<file path="config.mk">
export PLATFORM = sky130hd
export DESIGN_NAME = fetch_cycle_flat
export DESIGN_NICKNAME = d
export VERILOG_FILES = /design/src/rtl/isa_pkg.sv /design/src/rtl/fetch_cycle_if.sv /design/src/rtl/if_id_register.sv /design/src/rtl/fetch_cycle.sv /design/src/flat_wrapper.sv
export SDC_FILE = /design/constraint.sdc
export NUM_CORES = 1
export LEC_CHECK = 0
export ABC_AREA = 1
export CAP_MARGIN = 10
export CORE_MARGIN = 3
export CORE_UTILIZATION = 44
export CTS_BUF_LIST = sky130_fd_sc_hd__clkbuf_4 sky130_fd_sc_hd__clkbuf_8
export CTS_CLUSTER_SIZE = 40
export DETAILED_ROUTE_END_ITERATION = 7
export PLACE_DENSITY = 0.83
export SLEW_MARGIN = 10
export SYNTH_ARGS = -nofsm -noshare
export SYNTH_HDL_FRONTEND = slang
export SYNTH_SLANG_ARGS = --single-unit
export TNS_END_PERCENT = 50
</file>
<file path="constraint.sdc">
create_clock -name clk -period 2.1 [get_ports clk]
set_input_delay 0.21 -clock clk [delete_from_list [all_inputs] [get_ports clk]]
set_output_delay 0.21 -clock clk [all_outputs]
set_load 0.02 [all_outputs]
</file>
<file path="src/rtl/isa_pkg.sv">
// +----------------------------------------------------------------------+
// | isa_pkg -- shared ISA constants, PC-select codes and fetch FSM codes |
// | rev 1.0                                                              |
// +----------------------------------------------------------------------+
`default_nettype none

package isa_pkg;

   localparam logic [31:0] NOP      = 32'h0000_0000;
   localparam int          STOP_BIT = 31;

   localparam int          TYPE_HI  = 30;
   localparam int          TYPE_LO  = 29;

   typedef enum logic [1:0] {
      TYPE_R = 2'b00,
      TYPE_J = 2'b01,
      TYPE_I = 2'b10,
      TYPE_S = 2'b11
   } instr_type_t;

   localparam logic [1:0] PC_SRC_SEQ = 2'b00;
   localparam logic [1:0] PC_SRC_BR  = 2'b01;
   localparam logic [1:0] PC_SRC_JMP = 2'b10;
   localparam logic [1:0] PC_SRC_REG = 2'b11;

   localparam logic [1:0] FETCH_RUN  = 2'd0;
   localparam logic [1:0] FETCH_WAIT = 2'd1;
   localparam logic [1:0] FETCH_HALT = 2'd2;

   function automatic logic [31:0] align_word(input logic [31:0] addr);
      return {addr[31:2], 2'b00};
   endfunction

endpackage

`default_nettype wire

</file>
<file path="src/rtl/fetch_cycle_if.sv">
// +----------------------------------------------------------------------+
// | fetch_cycle_if -- instruction-memory request/response bus            |
// | rev 1.0                                                              |
// +----------------------------------------------------------------------+
`default_nettype none

interface fetch_cycle_if;

   logic        imem_req;
   logic [31:0] imem_addr;
   logic        imem_ready;
   logic [31:0] imem_rdata;

   modport master (
      output imem_req,
      output imem_addr,
      input  imem_ready,
      input  imem_rdata
   );

   modport slave (
      input  imem_req,
      input  imem_addr,
      output imem_ready,
      output imem_rdata
   );

endinterface

`default_nettype wire

</file>
<file path="src/rtl/if_id_register.sv">
// +----------------------------------------------------------------------+
// | if_id_register -- IF/ID pipeline register with load/hold/bubble      |
// | rev 1.0                                                              |
// +----------------------------------------------------------------------+
`default_nettype none

module if_id_register
   import isa_pkg::*;
(
   input  wire logic        clk,
   input  wire logic        rst,
   input  wire logic        load,
   input  wire logic        hold,
   input  wire logic        bubble,
   input  wire logic [31:0] instr_in,
   input  wire logic [31:0] pc_in,
   output logic [31:0]      Instruction,
   output logic [31:0]      PC_Reg,
   output logic [31:0]      PC_Next,
   output logic             if_valid
);

   // A bubble leaves PC_Reg/PC_Next untouched so decode still sees the last address.
   always_ff @(posedge clk) begin
      if (rst) begin
         Instruction <= NOP;
         PC_Reg      <= 32'h0;
         PC_Next     <= 32'h0;
         if_valid    <= 1'b0;
      end else if (bubble) begin
         Instruction <= NOP;
         if_valid    <= 1'b0;
      end else if (hold) begin
         Instruction <= Instruction;
         if_valid    <= if_valid;
      end else if (load) begin
         Instruction <= instr_in;
         PC_Reg      <= pc_in;
         PC_Next     <= pc_in + 32'd4;
         if_valid    <= 1'b1;
      end
   end

endmodule

`default_nettype wire

</file>
<file path="src/rtl/fetch_cycle.sv">
// +----------------------------------------------------------------------+
// | fetch_cycle -- PC, next-PC select, fetch FSM and IF/ID register      |
// | rev 1.0                                                              |
// +----------------------------------------------------------------------+
`default_nettype none

module fetch_cycle
   import isa_pkg::*;
#(
   parameter logic [31:0] RESET_PC = 32'h0000_0000
) (
   input  wire logic        clk,
   input  wire logic        rst,
   input  wire logic        stall,
   input  wire logic [1:0]  pcSrc,
   input  wire logic [31:0] branch_target,
   input  wire logic [31:0] jump_target,
   input  wire logic [31:0] reg_target,
   fetch_cycle_if.master    imem,
   output logic [31:0]      Instruction,
   output logic [31:0]      PC_Reg,
   output logic [31:0]      PC_Next,
   output logic             if_valid,
   output logic             halted
);

   logic [1:0]  state;
   logic [31:0] pc;
   logic [31:0] target;
   logic        redirect;
   logic        accept;
   logic        bubble;
   logic        hold;

   always_comb begin
      target = branch_target;
      case (pcSrc)
         PC_SRC_BR:  target = branch_target;
         PC_SRC_JMP: target = jump_target;
         PC_SRC_REG: target = reg_target;
         default:    target = branch_target;
      endcase
   end

   assign redirect = (pcSrc != PC_SRC_SEQ);
   assign accept   = !redirect && !stall && (state != FETCH_HALT) && imem.imem_ready;
   // Redirect beats stall; otherwise every unstalled non-accepting cycle is a bubble.
   assign bubble   = redirect || (!stall && !accept);
   assign hold     = stall && !redirect;

   assign imem.imem_req  = (state != FETCH_HALT) && !stall;
   assign imem.imem_addr = pc;
   assign halted         = (state == FETCH_HALT);

   always_ff @(posedge clk) begin
      if (rst) begin
         pc    <= RESET_PC;
         state <= FETCH_RUN;
      end else if (redirect) begin
         pc    <= align_word(target);
         state <= FETCH_RUN;
      end else if (stall || state == FETCH_HALT) begin
         pc    <= pc;
         state <= state;
      end else if (imem.imem_ready) begin
         pc    <= pc + 32'd4;
         state <= imem.imem_rdata[STOP_BIT] ? FETCH_HALT : FETCH_RUN;
      end else begin
         state <= FETCH_WAIT;
      end
   end

   if_id_register u_if_id (
      .clk         (clk),
      .rst         (rst),
      .load        (accept),
      .hold        (hold),
      .bubble      (bubble),
      .instr_in    (imem.imem_rdata),
      .pc_in       (pc),
      .Instruction (Instruction),
      .PC_Reg      (PC_Reg),
      .PC_Next     (PC_Next),
      .if_valid    (if_valid)
   );

endmodule

`default_nettype wire

</file>
<file path="src/flat_wrapper.sv">
// flat-port wrapper written by rule: the top's interface ports become plain ports
module fetch_cycle_flat import isa_pkg::*;
#(
   parameter logic [31:0] RESET_PC = 32'h0000_0000
)
  (clk, rst, stall, pcSrc, branch_target, jump_target, reg_target, Instruction, PC_Reg, PC_Next, if_valid, halted, imem_imem_req, imem_imem_addr, imem_imem_ready, imem_imem_rdata);
  fetch_cycle_if imem_i ();
  input  wire logic clk;
  input  wire logic rst;
  input  wire logic stall;
  input  wire logic [1:0] pcSrc;
  input  wire logic [31:0] branch_target;
  input  wire logic [31:0] jump_target;
  input  wire logic [31:0] reg_target;
  output logic [31:0] Instruction;
  output logic [31:0] PC_Reg;
  output logic [31:0] PC_Next;
  output logic if_valid;
  output logic halted;
  output wire logic [$bits(imem_i.imem_req)-1:0] imem_imem_req;
  output wire logic [$bits(imem_i.imem_addr)-1:0] imem_imem_addr;
  input wire logic [$bits(imem_i.imem_ready)-1:0] imem_imem_ready;
  input wire logic [$bits(imem_i.imem_rdata)-1:0] imem_imem_rdata;
  assign imem_imem_req = imem_i.imem_req;
  assign imem_imem_addr = imem_i.imem_addr;
  assign imem_i.imem_ready = imem_imem_ready;
  assign imem_i.imem_rdata = imem_imem_rdata;
  fetch_cycle #(.RESET_PC(RESET_PC)) u_core (.clk(clk), .rst(rst), .stall(stall), .pcSrc(pcSrc), .branch_target(branch_target), .jump_target(jump_target), .reg_target(reg_target), .imem(imem_i), .Instruction(Instruction), .PC_Reg(PC_Reg), .PC_Next(PC_Next), .if_valid(if_valid), .halted(halted));
endmodule
</file>
* Yosys cells after proc, flatten, opt, wreduce, memory -nomap -nowiden *
Index checks and enable logic that the tools add are counted.
Widths: inputs -> output; s select.

storage, ports and cells
  input port bits = 134
  word-level logic and storage cells = 41
  output and inout bits = 131
  register bits after elaboration = 131

operators by class
  reduce and logical (&&, ||, !) cells = 19
  add/sub/neg operators = 1
  bitwise gates (word level) = 3
  equal/unequal tests = 5
  mux-type cells = 6

operator list
  kind                   number
  $mux 32                3
  $pmux 32 s2            1
  $add 32x3->32 const B  1
  $eq 2x2->1 const B     3
  $logic_and 1x1->1      6
  $reduce_and 2->1       3
  $mux 2                 2
  $reduce_bool 2->1      2
  $reduce_or 2->1        2
  $logic_not 1->1        3
  $not 1->1              3
  $reduce_and 3->1       1
  $logic_or 1x1->1       2
  $ne 2x1->1 const B     1
  $ne 2x2->1 const B     1

* Depth between registers and ports, before layout *
  depth in word-level cells = 10
  depth in mapped cells = 10
  gate-level depth less buffers = 10

* By module *
From an unflattened synthesis, not the netlist that was laid out.

second synthesis, totals
  cell total of the unflattened synthesis = 1103
  area, all modules = 6982.9 um^2

by module, submodules not included
  module          seq. area each (um^2)  area each (um^2)  times used  cells an instance
  if_id_register  1901.8                 4171.5            1           609
  fetch_cycle     640.6                  2811.4            1           494

* Least setup slack after synthesis *
No wires, ideal clock.

  path kind = reg2reg
  from = reg u_core.pc[2] (netlist: u_core.imem.imem_addr[2])
  to = reg u_core.u_if_id.PC_Next[24]
  required time = 1.985 ns
  slack = 0.409 ns
  path buffers = 0
  clock period less this slack = 1.691 ns
  data arrival time = 1.576 ns
  cell stages (with the launch flop) = 11
  setup time = 0.115 ns
  path through = dfxtp_1 > ha_1 > nand2_1 > nor2_4 > nand2_1 > nor2_2 > nand2_1 > nand2_1 > nand2_1 > o21ai_0 > inv_1

between the ends
  longest elaborated chain between the ends = 1

ends and longest elaborated chain
  what                    RTL line              RTL
  from (decl)             fetch_cycle.sv:28     logic [31:0] pc;
  from (signal assigned)  fetch_cycle.sv:60     pc <= align_word(target);
  from (signal assigned)  fetch_cycle.sv:63     pc <= pc;
  from (signal assigned)  fetch_cycle.sv:66     pc <= pc + 32'd4;
  $add 32x3->32           if_id_register.sv:39  PC_Next <= pc_in + 32'd4;
  to (signal assigned)    if_id_register.sv:39
  to (decl)               if_id_register.sv:19  output logic [31:0] PC_Next,

Every way passes these cells.
A chain may end at the register's enable or synchronous reset.

* Final worst setup path *
  from = reg u_core.pc[24] (netlist: u_core.imem.imem_addr[24])
  to = out imem_imem_addr[24]

RTL lines
  what       RTL line            RTL
  to (decl)  flat_wrapper.sv:21  output wire logic [$bits(imem_i.imem_addr)-1:0] imem_imem_addr;

No word-level cell between the ends.

==> results.ini <==
[floorplan]
initial_utilization = 0.4554
dieWidth_um = 123.8
die_area_um2 = 15320
row_count = 42
die_h_um = 123.8
io_pins = 265
fp.coreArea_um2 = 13400

[setup_path]
crit_fanout = 7
path_buf_inv = 1
critPathArrivalTime_ps = 1690
crit_path_end_kind = output pin
critPathRequiredTime_ps = 1890
r2r-end = u_core.u_if_id.PC_Next[24]
startpoint_type = flop
timing.critical_path.slowest_stage_cell = clkdlybuf4s50_1
cp_cell_sequence = clkdlybuf4s50_1
rrSetupSlack_ps = 350
reg2reg_depth = 10
crit-reg2reg-launch = u_core.imem.imem_addr[2]
largest_stage_delay_worst_path_ps = 680
path_class = flop to output pin
cp_top_family = buffers and inverters

[synthesis]
ys.warnings.count = 0
flop_and_latch_count_out_of_synthesis = 125
synth.avg_cell_area_um2 = 6.478
synth-seq-area-share = 0.4101
synth_cell_type_count = 33
netlist.top_cell.by_area = dfxtp_1
postSynthCellCount = 942
synthDominantCellAreaShare = 0.4101
synth_area_um2 = 6102
synth.area.top_cells = dfxtp_1 (41%), nand2_1 (20%), nor2_1 (7.4%)

[clock_network]
clock-root-buffer = clkbuf_8
total_clock_sinks = 125
cts-root-to-sink-buffers = 2
ctsHtreeMaxLevel = 4
cts_tree = done
ctsResizeCount = 0
cts-buffers-inserted = 17
cts.clk_slew.worst_paths_ps = 70
post-cts-setup-buffer-count = 0
hold_fix_buffers_at_cts = 0
clk_latency_ps = 460

[power_and_ir_drop]
report.power.total_uw = 5620
static_leakage_uw = 0.003770
power_density_nw_per_um2 = 607.2
vdd_ir_drop_max_mv = 0.4231

[detailed_routing]
detail_route.vias_per_cell = 5.001
detail-route-antenna-nets = 0
detailedRoute.firstPassIterationCount = 6
drc = 0
routed_wire_length_per_instance_um = 15.01
drt_wl_total_mm = 20.70
dr_total_vias = 6897
drt-initial-drc-count = 756

[status]
status = finished clean

[timing]
maxClockFrequency_mhz = 527.5
finalHoldViolCount = 0
setup_violations = 0
slew_viol_final = 0
max-slew-margin-rel = 0.5501
period_share = 0.9027
clock-skew-final_ps = 11.75
setup-tns-final_ps = 0
timing_worst_slew_pin_value_ps = 674.8
rsz0062_at_grt = no
post-route-min-period_ps = 1896

[finish]
layout.cells.most_common_list = nand2_1 (329), clkdlybuf4s50_1 (251), dfxtp_1 (125)
final_nets = 1326
final_layout_size_suffix_gt1_frac = 0.06733
sequential_cell_area_um2 = 2502
final_common_cell = nand2_1
area_growth_syn_to_layout_pct = 51.69
multi_input_comb_area_um2 = 3094
nFillCells = 1155
num_antenna_cells = 0

[min_path]
min_path_cells = 3
worst_hold_path_type = input port to flop
timing.hold.worst.start = rst
hold_path_end = u_core.state[1]

[global_routing]
residual_overflow_from_global_routing = 0
grt_pass1_vias = 6057
gr-usage-all-layers = 0.2651
grt_start_max_net_pins = 80
grt_pass1_wl_mm = 31.35
antenna_found_initial = 0

[placed_design]
portBuffers = 252
placer_s_final_routability_congestion_estimate = 0.9702
place.detailed.hpwl_mm = 15.72

[job]
max-cap-violations = 0

## worst max path at each step
stage | start | end | cells past startpoint
after detailed placement | pcSrc[1] | u_core.u_if_id.Instruction[10] | 7
after global routing | u_core.state[1] | halted | 3
after global placement | pcSrc[1] | u_core.u_if_id.Instruction[0] | 7
after floorplan | u_core.imem.imem_addr[2] | u_core.u_if_id.PC_Next[24] | 10
after CTS | u_core.state[1] | halted | 3
final | u_core.imem.imem_addr[24] | imem_imem_addr[24] | 1
## area by class of cell
class / count / share of cell area
timing repair buffer: 278 / 0.3025
multi-input combinational: 698 / 0.3343
clock buffer: 22 / 0.03001
clock inverter: 9 / 0.01027
tap: 176 / 0.02379
inverter: 71 / 0.02879
sequential: 125 / 0.2703
## registers in the layout, indices dropped and copies added (netlist names)
register,flops
u_core.imem.imem_addr,30
u_core.state,2
u_core.u_if_id.Instruction,32
u_core.u_if_id.PC_Next,30
u_core.u_if_id.PC_Reg,30
u_core.u_if_id.if_valid,1
## cells by family after synthesis
group,share of synthesized area
simple gates,0.3437
compound gates,0.1359
flops,0.4101
buf+inv,0.08776
xor+xnor,0.01989
fa+ha+maj,0.002050
other cells,0.0006145
## stage by stage
| stage | worst slack (ps) | cells | area (um2) | hold WS [ps] | utilization |
|---|---|---|---|---|---|
| after detailed placement | 133.0 | 1348 | 8884 | 454.7 | 0.6629 |
| final | 204.3 | 1379 | 9256 | 157.5 | 0.6908 |
| after CTS | 201.6 | 1379 | 9256 | 144.7 | 0.6908 |
| after floorplan | 408.9 | 947 | 6121 | 352.9 | - |
| after global routing | 146.1 | 1379 | 9256 | 157.7 | 0.6908 |
| after global placement | 147.2 | 1348 | 8884 | 444.7 | 0.6629 |
## metal layers
| metal | track usage | wire [um] |
|---|---|---|
| met3 | 0.06721 | 1762 |
| met1 | 0.3577 | 8613 |
| met4 | 0.09135 | 544 |
| met2 | 0.4126 | 9778 |
| met5 | 0 | 0 |
## cells in the mapped netlist (all sizes together)
cell type,count
nor2,134
nand3,42
conb,1
o21bai,2
o211ai,1
buf,30
nand4,1
nand3b,3
a21oi,83
o21ai,70
xor2,12
and2,1
o22ai,1
a31oi,1
dfxtp,125
a21boi,1
ha,1
a22o,1
clkbuf,23
inv,71
nor3,3
nand2,333
xnor2,1
a221oi,1
## power by group
part           total (uW)  switching [uW]  internal [uW]
Clock                2030             917           1110
Combinational        1060             545            516
Sequential           2530            75.7           2450
Total                5620            1540           4080
Power figures use the tool's default switching activity.
==> edit 1: new RTL, same flow settings <==
Make the reset (`rst`) asynchronous in 2 clocked blocks.
--- a/src/rtl/if_id_register.sv
+++ b/src/rtl/if_id_register.sv
@@ -21,7 +21,7 @@
 );
 
    // A bubble leaves PC_Reg/PC_Next untouched so decode still sees the last address.
-   always_ff @(posedge clk) begin
+   always_ff @(posedge clk or posedge rst) begin
       if (rst) begin
          Instruction <= NOP;
          PC_Reg      <= 32'h0;
--- a/src/rtl/fetch_cycle.sv
+++ b/src/rtl/fetch_cycle.sv
@@ -52,7 +52,7 @@
    assign imem.imem_addr = pc;
    assign halted         = (state == FETCH_HALT);
 
-   always_ff @(posedge clk) begin
+   always_ff @(posedge clk or posedge rst) begin
       if (rst) begin
          pc    <= RESET_PC;
          state <= FETCH_RUN;
Function: differs if rst is asserted again (counterexample within 4 cycles, from zero or initial values and one cycle with rst high); with rst held inactive, the same outputs for 4 cycles.
==> edit 1 against the original RTL <==
  * Sequential cell count stayed put
  * Non-clock buffer count is 8 lower
  * Global-route usage is 0.39 points lower
  * Design area is 2.6% higher
  * Worst hold slack worse by 100 ps
  * Synthesized area is 3.9% higher
  * Clock skew is 2.6 ps lower
  * Wire length is 0.15% higher
  * Critical path depth is 3 higher
  * Setup slack worse by 55 ps
  * Critical endpoint is now imem_imem_req
Power is not compared: it rests on default switching activity, and its combinational part moved more than twofold at a synthesized area within 25%.
==> edit 1: results (changes against the original RTL) <==
yosys:
  ys_warn_count: 0  # unchanged
  postSynthCellCount: 842  # -11%
  synth_area_leaders: "dfrtp_1 (49%), nand2_1 (23%), nand3_1 (7.8%)"
  async_flop_share_pct: 100  # +100 points
  ys_seq_area_share_pct: 49.3  # +8.3 points
  synth_top_cells_by_count: "nand2_1 (396), dfrtp_1 (125), nand3_1 (99)"
  synthFlopType: "dfrtp_1"
  ys_types: 30  # -9.1%
layout:
  insertedDiodeCount: 0  # unchanged
  fillerInstances: 1171  # +1.4%
  final_nets: 1227  # -7.5%
  largest_reg_flops: 32  # unchanged
  drive_gt1_share_pct: 7.43  # +0.69 points
  regMostFlops: "u_core.u_if_id.Instruction"
global_routing:
  antenna_found_initial: 0  # unchanged
  grt_max_degree: 74  # -7.5%
  gr-usage-all-layers_pct: 26.1  # -0.39 points
  grt_pass1_vias: 6246  # +3.1%
  grt_pass1_wl_mm: 32.9  # +5.0%
power:
  switching_share_pct: 32.1
  peakVddDrop_uv: 381
  leakagePower_nw: 4.62
route:
  vias: 6484  # -6.0%
  routed_wl_mm: 20.7  # +0.15%
  first_iter_violations: 534  # -29%
  viasPerCell: 5.05  # +0.97%
  first_pass_iters: 5  # -1
clock_network:
  max-clock-path-buffers: 2  # unchanged
  htree_levels: 4  # unchanged
  postCtsResizedCells: 0  # unchanged
  cts-root-buf: "clkbuf_8"
  cts_buffers: 17  # unchanged
  path_clk_slew_ps: 70  # about the same
  post_cts_buffers: 0  # unchanged
  clock_latency_ps: 450
worst_setup_path:
  path_class: "register to output port"
  path_max_fanout: 5  # -2
  slowest_delay_ps: 640  # -40 ps
  r2r-start: "u_core.imem.imem_addr[4]$_DFFE_PP0P_"
  slowest_stage: "clkdlybuf4s50_1"
  crit_start: "u_core.state[1]$_DFFE_PP0N_"
  cp_data_arrival_time_ps: 1740  # +50 ps
placement:
  io_buffers: 252  # unchanged
  dp.cells: 1253  # -7.0%
  pre_cts_ws_ps: 202  # +68.7 ps
  gp_congestion: 0.905  # -6.8%
  dp_hpwl_mm: 15.5  # -1.3%
timing:
  finClkSkew_ps: 9.12  # -2.63 ps
  maxSlewHeadroom_pct: 65.6  # +11 points
floorplanning:
  start_util_pct: 45.3  # -0.21 points
hold_path:
  hold_class: "input pin to async pin"
outcome:
  outcome: "complete, no violations"
edit 1: cell count changes after synthesis, sizes merged, moves of 4 or more:
cell | unedited run | this run
nand2 | 333 | 405
clkbuf | 23 | 11
dfrtp | 0 | 125
nor2 | 134 | 45
a21oi | 83 | 20
nand3 | 42 | 100
inv | 71 | 40
dfxtp | 125 | 0
o211ai | 1 | 5
o21ai | 70 | 39
xor2 | 12 | 4
edit 1: area by class of cell:
class                           instances  area (µm²)  share of cell area, %
Multi-Input combinational cell        638        2860                   30.1
Sequential cell                       125        3130                   32.9
Clock inverter                          7        85.1                  0.896
Timing Repair Buffer                  270        2730                   28.8
Clock buffer                           24         318                   3.35
Tap cell                              180         225                   2.37
Inverter                               40         154                   1.62
edit 1: worst paths after layout:
kind / end / slack, ps / cells after the start
min in group clk: u_core.u_if_id.Instruction[20]$_DFFE_PP0P_ / 300 / 3
min: u_core.u_if_id.PC_Reg[13]$_DFFE_PP0P_ / 50 / 2
min reg2reg: u_core.u_if_id.PC_Next[9]$_DFFE_PP0P_ / 480 / 2
max reg2reg: u_core.imem.imem_addr[27]$_DFFE_PP0P_ / 390 / 9
max in group asynchronous: u_core.u_if_id.Instruction[14]$_DFFE_PP0P_ / 1420 / 3
max: imem_imem_req / 150 / 4
edit 1: stage by stage:
step	area (µm²)	hold slack (ps)	total power, mW
finish	9500	54.9	7.43
global route	9500	59.3	7.80
CTS	9500	34.6	7.49
detailed placement	9100	465	5.33
global placement	9100	463	5.30
floorplan	6360	320	4.10
edit 1: power by group through the flow:
stage	clock network (mW)	registers [mW]	logic, mW
after global placement	0	3.07	2.23
after CTS	2.17	3.04	2.28
final	2.13	3.04	2.26
after floorplan	0	3.46	0.640
after global routing	2.29	3.09	2.43
after detailed placement	0	3.07	2.27
edit 1: worst max-delay path: cells and delay by family (launching register included):
family	cells	cell delay, ps
buf+inv	2	720
flops	1	360
simple gates	2	220
edit 1: cells by family (layout without fill, tap and decap cells):
| kind of cell | Yosys count | count (layout) | share of synthesized area [%] |
|---|---|---|---|
| xor gates and xnor gates | 4 | 4 | 0.553 |
| DFF | 125 | 125 | 49.3 |
| buffers and inverters | 84 | 341 | 6.08 |
| adders and majority gates | 1 | 1 | 0.197 |
| and+or+nand+nor | 557 | 557 | 37.8 |
| AOI/OAI and AO/OA | 70 | 70 | 6.00 |
| other | 1 | 6 | 0.0591 |
edit 1: layer usage:
metal	routed length, µm	GRT usage [%]	share of wire (%)
met5	0	0	0
met4	507	9.65	2.4
met1	8630	34.2	42
met3	1480	6.02	7.1
met2	10100	42.6	49
==> edit 2: new RTL, same settings <==
Without the edit above. Add an input register stage for `jump_target`, without a reset; this delays it by one clock. The other inputs are not delayed to match.
--- a/src/rtl/fetch_cycle.sv
+++ b/src/rtl/fetch_cycle.sv
@@ -24,6 +24,12 @@
    output logic             halted
 );
 
+   logic [31:0] jump_target_q;
+
+   always_ff @(posedge clk) begin
+      jump_target_q <= jump_target;
+   end
+
    logic [1:0]  state;
    logic [31:0] pc;
    logic [31:0] target;
@@ -36,7 +42,7 @@
       target = branch_target;
       case (pcSrc)
          PC_SRC_BR:  target = branch_target;
-         PC_SRC_JMP: target = jump_target;
+         PC_SRC_JMP: target = jump_target_q;
          PC_SRC_REG: target = reg_target;
          default:    target = branch_target;
       endcase
Check against the original RTL: not equivalent (Yosys sat finds a counterexample within 4 cycles, from zero or initial values and one cycle with rst high).
==> edit 2 against the original RTL <==
  * Largest cell class is now registers
  * Via count is 0.33% lower
  * Sequential cell count is 30 higher
  * Synthesized area is 6.8% higher
  * Setup slack worse by 47 ps
  * Final cell count is 1.0% higher
  * Power is 16% higher
  * Clock skew is 0.54 ps higher
  * Wire length hardly changed
  * Synthesized cell count is 0.21% higher
  * Design area is 5.8% higher
  * Clock power is 18% higher
==> edit 2: results (changes against the original RTL) <==
layout:
  fillerInstances: 1192  # +3.2%
  regMostFlops: "u_core.u_if_id.Instruction"
  insertedDiodeCount: 0  # unchanged
  drive_gt1_share_pct: 6.35  # -0.39 points
  largest_reg_flops: 32  # unchanged
  final_nets: 1336  # +0.75%
clock_network:
  path_clk_slew_ps: 80
  postCtsResizedCells: 0  # unchanged
  max-clock-path-buffers: 2  # unchanged
  htree_levels: 4  # unchanged
  cts_buffers: 17  # unchanged
  post_cts_buffers: 0  # unchanged
  cts-root-buf: "clkbuf_8"
  clock_latency_ps: 450
yosys:
  ys_seq_area_share_pct: 47.6  # +6.6 points
  async_flop_share_pct: 0  # unchanged
  ys_types: 29  # -12%
  syn_area_per_cell_um2: 6.91  # +6.6%
  ys_warn_count: 0  # unchanged
  synth_top_cells_by_count: "nand2_1 (328), dfxtp_1 (155), nor2_1 (111)"
  synth_area_leaders: "dfxtp_1 (48%), nand2_1 (19%), a21oi_1 (6.6%)"
  synthFlopType: "dfxtp_1"
global_routing:
  gr-usage-all-layers_pct: 25.5  # -1.0 points
  antenna_found_initial: 0  # unchanged
  grt_pass1_wl_mm: 32.8  # +4.5%
  grt_max_degree: 58  # -28%
  grt_pass1_vias: 6459  # +6.6%
placement:
  dp.cells: 1362  # +1.0%
  io_buffers: 252  # unchanged
  dp_hpwl_mm: 15.8  # +0.66%
  gp_congestion: 0.938  # -3.3%
worst_setup_path:
  cp_data_arrival_time_ps: 1730  # +40 ps
  worstSetupEndpoint: "imem_imem_req"
  slowest_stage: "clkdlybuf4s50_1"
  r2r-start: "u_core.imem.imem_addr[2]$_SDFFE_PP0P_"
  slowest_delay_ps: 640  # -40 ps
  crit_start: "u_core.state[0]$_SDFFE_PP0P_"
  reg2reg_slack_ps: 220  # -130 ps
  critPathTopFamily: "buffers and inverters"
  r2r_end: "u_core.imem.imem_addr[18]$_SDFFE_PP0P_"
  path_max_fanout: 4  # -3
  ff2ff_path_depth: 8  # -2
hold_path:
  hold_path_depth: 3  # unchanged
  hold_class: "input pin to register"
route:
  met2_wirelength_mm: 9.56  # -2.3%
  first_pass_iters: 5  # -1
  wl_per_cell_um: 14.8  # -1.1%
  top_layer_used: "met4"
  wl_met1_mm: 8.76  # +1.7%
  first_iter_violations: 487  # -36%
  vias: 6874  # -0.33%
  route.met3.wl_mm: 1.69  # -3.9%
  routed_wl_mm: 20.7  # about the same
power:
  power_switching_mw: 1.70  # +11%
  peakVddDrop_uv: 396  # -6.4%
  leakagePower_nw: 4.02  # +6.5%
timing:
  finClkSkew_ps: 12.3  # +0.544 ps
  tightest_slew_ps: 521  # -154 ps
outcome:
  outcome: "complete, no violations"
[edit 2: per-stage QoR]
stage | hold slack, ps | setup WS (ps) | utilization (%) | cell area [µm²]
global placement | 447 | 145 | 65.9 | 9370
global route | 149 | 53.2 | 68.9 | 9790
finish | 177 | 158 | 68.9 | 9790
floorplan | 238 | 349 | - | 6540
detailed placement | 454 | 73.1 | 65.9 | 9370
CTS | 142 | 159 | 68.9 | 9790
[edit 2: kinds of logic (layout without fill, tap and decap cells)]
| kind of cell | count (synthesis) | in the layout | share of synthesized area, % |
|---|---|---|---|
| and+or+nand+nor | 498 | 498 | 30.2 |
| xor gates and xnor gates | 12 | 12 | 1.61 |
| DFF | 155 | 155 | 47.6 |
| other | 1 | 6 | 0.0575 |
| buffers and inverters | 119 | 383 | 7.98 |
| adders and majority gates | 1 | 1 | 0.192 |
| AOI/OAI and AO/OA | 158 | 158 | 12.3 |
[edit 2: area by class of cell]
cell class / count / share of cell area, %
clock inverter: 10 / 1.44
tap: 180 / 2.30
timing repair buffer: 285 / 29.3
inverter: 67 / 2.58
multi-input combinational: 675 / 29.8
sequential: 155 / 31.7
clock buffer: 21 / 2.89
[edit 2: layer usage]
layer  global-route usage (%)  vias to the layer above
met5                        0                        -
met1                     32.6                     3049
li1                         -                     3474
met4                     10.4                        0
met2                     40.7                      308
met3                     7.21                       43
[edit 2: how the worst min path moves through the flow]
| stage | startpoint | end | slack (ps) |
|---|---|---|---|
| floorplan | jump_target[10] | u_core.jump_target_q[10]$_DFF_P_ | 240 |
| global placement | u_core.u_if_id.if_valid$_SDFFE_PP0P_ | u_core.u_if_id.if_valid$_SDFFE_PP0P_ | 450 |
| detailed placement | u_core.u_if_id.PC_Next[11]$_SDFFE_PP0P_ | u_core.u_if_id.PC_Next[11]$_SDFFE_PP0P_ | 450 |
| CTS | rst | u_core.state[1]$_SDFFE_PP0P_ | 140 |
| global route | rst | u_core.state[1]$_SDFFE_PP0P_ | 150 |
| finish | rst | u_core.state[1]$_SDFFE_PP0P_ | 180 |
[edit 2: power groups by stage]
stage,registers [mW],clock network [mW],logic [mW]
after floorplan,3.28,0,0.353
after detailed placement,3.20,0,1.01
after CTS,3.13,2.41,1.02
after global routing,3.14,2.53,1.11
after global placement,3.19,0,0.997
final,3.13,2.39,1.02
[edit 2: worst min-delay path: stages]
cell and delay (ps):
buf_2 140, nor2_1 100, a21boi_0 130
